==> src/rtl/stream_3d_to_1d_array.sv <==
// stream_3d_to_1d_array
// Packs a ROWS x COLS array of BIT_WIDTH-bit elements, received one element per
// handshake in row-major order, into a single flat bus. Element (r,c) is placed
// at flat index c*ROWS + r, so the row index varies fastest in the flat bus.
//
// Ports:
//   clk, rst          clock, synchronous active-high reset
//   in_data/valid/ready  element input stream
//   out/out_valid/out_ready  flat array output with handshake
//   row_idx, col_idx  position of the next element to be written
//
// Build option:
//   STREAM_3D_TO_1D_DOUBLE_BUF_EN  separate fill buffer and output register so
//   the next frame can be collected while the previous one is still presented.
module stream_3d_to_1d_array #(
    parameter int unsigned BIT_WIDTH = 4,
    parameter int unsigned ROWS      = 8,
    parameter int unsigned COLS      = 8
) (
    input  logic                                        clk,
    input  logic                                        rst,
    input  logic [BIT_WIDTH-1:0]                        in_data,
    input  logic                                        in_valid,
    output logic                                        in_ready,
    output logic [ROWS*COLS*BIT_WIDTH-1:0]              out,
    output logic                                        out_valid,
    input  logic                                        out_ready,
    output logic [(ROWS > 1 ? $clog2(ROWS) : 1)-1:0]    row_idx,
    output logic [(COLS > 1 ? $clog2(COLS) : 1)-1:0]    col_idx
);

    localparam int unsigned N  = ROWS * COLS;
    localparam int unsigned RW = (ROWS > 1) ? $clog2(ROWS) : 1;
    localparam int unsigned CW = (COLS > 1) ? $clog2(COLS) : 1;
    localparam int unsigned IW = (N > 1) ? $clog2(N) : 1;

    // FILL collects elements; HOLD (single buffer) / WAIT (double buffer)
    // means a complete frame is waiting for the consumer.
    localparam logic [0:0] ST_FILL = 1'b0;
    localparam logic [0:0] ST_HOLD = 1'b1;

    logic [0:0]                  state;
    logic [0:0]                  state_next;
    logic                        accept;
    logic                        last_col;
    logic                        last_row;
    logic                        frame_done;
    logic                        out_fire;
    logic [IW-1:0]               wr_idx;
    logic [N-1:0][BIT_WIDTH-1:0] fill;
    logic [N-1:0][BIT_WIDTH-1:0] fill_next;

    // Gated by rst so no input handshake can complete during reset.
    assign in_ready   = (state == ST_FILL) && !rst;
    assign accept     = in_valid && in_ready;
    assign out_fire   = out_valid && out_ready;
    assign last_col   = (col_idx == CW'(COLS - 1));
    assign last_row   = (row_idx == RW'(ROWS - 1));
    assign frame_done = accept && last_col && last_row;

    // Transposed placement: row index varies fastest in the flat bus.
    assign wr_idx = IW'(col_idx) * IW'(ROWS) + IW'(row_idx);

    // Fill buffer contents including the element accepted this cycle.
    always_comb begin
        fill_next = fill;
        if (accept) begin
            fill_next[wr_idx] = in_data;
        end
    end

    // Next-state logic.
    always_comb begin
        state_next = state;
        case (state)
            ST_FILL: begin
`ifdef STREAM_3D_TO_1D_DOUBLE_BUF_EN
                if (frame_done && out_valid && !out_ready) begin
                    state_next = ST_HOLD;
                end
`else
                if (frame_done) begin
                    state_next = ST_HOLD;
                end
`endif
            end
            default: begin
                if (out_fire) begin
                    state_next = ST_FILL;
                end
            end
        endcase
    end

    // State register.
    always_ff @(posedge clk) begin
        if (rst) begin
            state <= ST_FILL;
        end else begin
            state <= state_next;
        end
    end

    // Row-major position counters; a size-1 dimension keeps its index at 0.
    always_ff @(posedge clk) begin
        if (rst) begin
            row_idx <= '0;
            col_idx <= '0;
        end else if (accept) begin
            col_idx <= last_col ? '0 : col_idx + CW'(1);
            if (last_col) begin
                row_idx <= last_row ? '0 : row_idx + RW'(1);
            end
        end
    end

`ifdef STREAM_3D_TO_1D_DOUBLE_BUF_EN
    // Separate fill buffer; completed frames are copied into out.
    always_ff @(posedge clk) begin
        if (rst) begin
            fill      <= '0;
            out       <= '0;
            out_valid <= 1'b0;
        end else begin
            fill <= fill_next;
            if (state == ST_HOLD) begin
                // Parked frame moves out as the current one is taken.
                if (out_ready) begin
                    out <= fill;
                end
            end else if (frame_done && (!out_valid || out_ready)) begin
                out       <= fill_next;
                out_valid <= 1'b1;
            end else if (out_fire) begin
                out_valid <= 1'b0;
            end
        end
    end
`else
    // Single assembly register doubles as the output.
    assign out = fill;

    always_ff @(posedge clk) begin
        if (rst) begin
            fill      <= '0;
            out_valid <= 1'b0;
        end else begin
            fill <= fill_next;
            if (frame_done) begin
                out_valid <= 1'b1;
            end else if (out_fire) begin
                out_valid <= 1'b0;
            end
        end
    end
`endif

endmodule

==> config.mk <==
export PLATFORM = sky130hd
export DESIGN_NAME = stream_3d_to_1d_array
export DESIGN_NICKNAME = d
export VERILOG_FILES = /design/src/rtl/stream_3d_to_1d_array.sv
export SDC_FILE = /design/constraint.sdc
export NUM_CORES = 1
export LEC_CHECK = 0
export BUFFER_PORTS_ARGS = -buffer_cell sky130_fd_sc_hd__buf_2
export CORE_ASPECT_RATIO = 1.4
export CORE_MARGIN = 10
export CORE_UTILIZATION = 54
export CTS_CLUSTER_SIZE = 40
export DETAILED_ROUTE_END_ITERATION = 12
export GPL_TIMING_DRIVEN = 0
export HOLD_SLACK_MARGIN = 0.12
export MAX_ROUTING_LAYER = met4
export PLACE_DENSITY = 0.91
export SLEW_MARGIN = 20
export SYNTH_ARGS = -nofsm -noshare
export SYNTH_HDL_FRONTEND = slang
export SYNTH_SLANG_ARGS = --single-unit
==> constraint.sdc <==
create_clock -name clk -period 3.7 [get_ports clk]
set_input_delay 0.74 -clock clk [delete_from_list [all_inputs] [get_ports clk]]
set_output_delay 0.74 -clock clk [all_outputs]
set_load 0.02 [all_outputs]
**After elaboration in Yosys (flattened, before gate mapping)**

Cells that the tools add are included.

- Add/subtract/negate cells: 3
- Order comparisons: 2
- Equality and inequality tests: 2
- Multiplexer cells: 10
- Bitwise operators: 1
- Reductions and logical operators: 9

Operators with widths:

| operator | count |
|---|---|
| $bwmux 256 | 1 |
| $demux 4 s6 | 1 |
| $lt 6x7->1 const B | 1 |
| $add 3x1->3 const B | 2 |
| $add 6x3->6 | 1 |
| $eq 3x3->1 const B | 2 |
| $ge 6x1->1 const B | 1 |
| $logic_and 1x1->1 | 6 |
| $mux 3 | 2 |
| $mux 1 | 5 |
| $mux 4 | 1 |
| $reduce_and 2->1 | 1 |
| $reduce_bool 2->1 | 1 |
| $logic_not 1->1 | 1 |
| $not 1->1 | 1 |

- Bits in registers: 264
- Output and inout bits: 264
- Word-level logic and storage cells: 95

**Longest topological paths before layout**

- Depth in word-level cells: 7
- Gate-level depth with buffers: 7
- Mapped depth without buffers: 5

**Least setup slack after synthesis**

Ideal clock, no wire load.

- Kind: input to register
- Start: input port rst
- End: register fill, in the netlist out[100]
- Library setup time: 0.132 ns
- Arrival: 2.091 ns
- Slack: 1.477 ns
- Stages: 7
- Cell sequence: buf_2 or4b_1 buf_2 buf_6 buf_6 o311ai_1 o41ai_1

- Longest elaborated chain between the ends: 3

RTL lines:

| element | RTL line | source |
|---|---|---|
| from (decl) | 21 | `input logic rst,` |
| $logic_not 1->1 | 54 | `assign in_ready = (state == ST_FILL) && !rst;` |
| $logic_and 1x1->1 | 54 |  |
| $logic_and 1x1->1 | 55 | `assign accept = in_valid && in_ready;` |
| to (signal assigned) | 148 | `fill <= fill_next;` |
| to (decl) | 50 | `logic [N-1:0][BIT_WIDTH-1:0] fill;` |

Several ways; a longest one is shown, not always the timed one.
A chain may end at the register's enable or synchronous reset.

**Worst setup path after layout**

- Start: input port rst
- End: register fill, in the netlist out[120]

Same word-level chain as after synthesis.

==> metrics.txt <==
status finished, final reports clean; die width roughly 140 µm; Top Ports 272; # fillers 1,399; Setup Buffers After CTS 0; Yosys Warn Count 0; crit-path most repeated cell clkbuf_1; synth top area cells dfxtp_1, mux2i_1, o311ai_0, o41ai_1, nand2_1; internal reg-to-reg setup slack roughly 1.3 ns; final wirelength about 40 mm; fraction of layout cells with a size suffix above 1 0.277; Final Hold Viols 0; total CTS buffers 25; Sink Count 264; hold crit path type reg -> reg; synth cell count leaders dfxtp_1, mux2i_1, nand2_1, clkbuf_1, o311ai_0; core box area between 15,000 and 20,000 µm²; largest family of logic cells by synthesized area compound AO/OA/AOI/OAI gates; First-pass DRT Iterations 6; worst setup path class in -> reg; Hold Crit Start out[219]$_SDFFE_PP0P_; Leak 0.00613 µW; DR WL/cell 25.8 µm; Nets 1,336; final instance area 12,900 µm²; slowest CP cell clkbuf_1; overall global routing resource usage 0.315; detailed router's first-iteration violation count approximately 1,200; worst skew pair latency roughly 0.53 ns; hold endpoint out[219]$_SDFFE_PP0P_; routed via count divided by cell count 6.63; Max Slew Vio Count 0; Pwr Density 462 nW/µm²; setup TNS 0 ns; Post-synth EDFFs 0; largest net degree at the start of global routing 16; Slew @ Worst Pin slightly below 0.9 ns; post-synth top area share 0.510; die area 25,200 µm²; Yosys top cell by area dfxtp_1; Synth Flop Type dfxtp_1; asr flop ratio synth 0; crit-path max FO 10; hold depth 2; gr ovfl total 0; Initial Util 0.553; register area around 5300 µm²; area share of and/or/nand/nor cells after synthesis 0.119; Yosys cell types 38; Yosys reg bits 264; CP peak stage delay 0.66 ns; synthesized area 10,400 µm²; area of the multi-input gates 4480 µm²; cell row count between 50 and 60; Area Growth Syn to Fin 24.7%; Post-CTS Resized 0; Relative slew margins 0.398; Max-cap violations 0; H-tree Lvls 1; GP Congestion 0.975; crit path DAT about 3.2 ns; clk buf depth 3; sequential fraction of the synthesis area 0.510; Die H 184 µm; RSZ-0062 raised after global routing false; CP cell instances buf_2, buf_2, nand2b_1, clkbuf_1, clkbuf_1, clkbuf_1, mux2i_1; Synth Area in Compound Gates 0.190; first-pass GRT wire length 60.6 mm; xor/xnor share of the synthesized area 0; most common cell in the synthesized netlist dfxtp_1; Worst R2R Path Depth 5; Post-CTS Hold Buffers 0; Syn Nets ~1,000; vias in the first global route 10,495; R2R Path Start row_idx[2]$_SDFFE_PP0P_; final setup skew 0.0121 ns; Reg clk slew, reported paths around 0.060 ns; CP startpoint kind input pin; PortBufs 271; detailed-route via count between 10,000 and 15,000; fmax 360 MHz; Worst EP required about 4.1 ns; initial antenna violation count 1; Crit path max-delay family buffers and inverters; post-synthesis mux area share 0.119; final critical-path required period around 2.8 ns; CTS tree built; final setup fails 0; post-DP HPWL 29.7 mm; DRC viols 0; Hold WS 0.456 ns; CP endpoint kind register; Tcrit/Tclk final 0.751; Post-Syn Area per Cell 10.1 µm²; Root Buffer clkbuf_16; Buf/Inv on CP 5; RR Endpoint out[251]$_SDFFE_PP0P_; PnR worst setup slack approximately 0.92 ns; ANT nets after route 0; DP Worst Slack 0.535 ns; Syn Inst Count slightly above 1,000; Adder-Cell Fraction of Synth Area 0.00483; maximum vdd drop 0.000453 V; Cell Area, Placed 12,000 µm²
==> worst min-delay path, cell delays in order, from the launching register on <==
cell and delay (ns):
dfxtp_1 0.30, nand2_1 0.05, mux2i_1 0.05
==> cell families after synthesis <==
kind of cell | after synthesis
AO/OA/AOI/OAI | 243
adder cells (fa/ha/maj) | 4
buffers and inverters | 141
flip-flops | 264
multiplexers | 123
AND/OR/NAND/NOR | 251
==> layout make-up <==
class,count,share of cell area
plain buffers,140,0.0461
flip-flops and latches,264,0.409
clock buffers,35,0.0582
well taps,244,0.0236
multi-input cells,621,0.347
diodes,1,0.000193
inverters,1,0.000290
clock inverters,9,0.0115
repair buffers,271,0.105
==> routing by layer <==
metal	part of all wire	vias up	global-route usage
met1	0.33	4978	0.332
met5	0	-	-
met4	0.069	0	0.187
met3	0.12	223	0.0875
met2	0.48	825	0.514
li1	-	4490	-
==> report_power, final <==
| group | switching [µW] | internal (µW) | total (µW) | leakage, µW |
|---|---|---|---|---|
| sequential | 8.62 | 2850 | 2860 | 0.00213 |
| clock | 1140 | 1690 | 2830 | 0.000451 |
| combinational | 225 | 56.2 | 282 | 0.00356 |
| total | 1370 | 4600 | 5970 | 0.00613 |
==> registers in the layout (all words and copies together) (netlist names) <==
register   cells
out_valid      1
out          256
col_idx        3
row_idx        3
state          1
==> how the worst max path moves through the flow <==
stage / slack [ns] / cells past startpoint / endpoint / from
finish: 0.92 / 7 / out[120]$_SDFFE_PP0P_ / rst
floorplan: 1.48 / 7 / out[100]$_SDFFE_PP0P_ / rst
CTS: 1.05 / 7 / out[120]$_SDFFE_PP0P_ / rst
global route: 0.93 / 7 / out[112]$_SDFFE_PP0P_ / rst
global placement: 0.61 / 7 / out[120]$_SDFFE_PP0P_ / rst
detailed placement: 0.53 / 7 / out[120]$_SDFFE_PP0P_ / rst
==> cells in the final DEF, fill, tap and decap left out, types with 7 or more instances in the layout <==
cell type and instances:
clkbuf_1 118, nor2_1 9, nand3_1 49, dfxtp_1 264, clkbuf_16 25, nand2b_1 8, mux2i_1 123, nand2_1 122
o41ai_1 63, o21ai_0 32, nor4_1 36, buf_6 8, a31o_2 36, o311ai_1 7, o311ai_0 94, buf_2 280
clkbuf_8 9
==> per-stage QoR <==
| step | total power (µW) | cells | util |
|---|---|---|---|
| 2_1_floorplan | 3080 | 1026 | - |
| 3_3_place_gp | 3180 | 1541 | 0.642 |
| 3_5_place_dp | 3190 | 1541 | 0.642 |
| 4_1_cts | 5940 | 1585 | 0.690 |
| 5_1_grt | 6050 | 1586 | 0.690 |
| 6_report | 5970 | 1586 | 0.690 |
(Power assumes the default switching activity.)
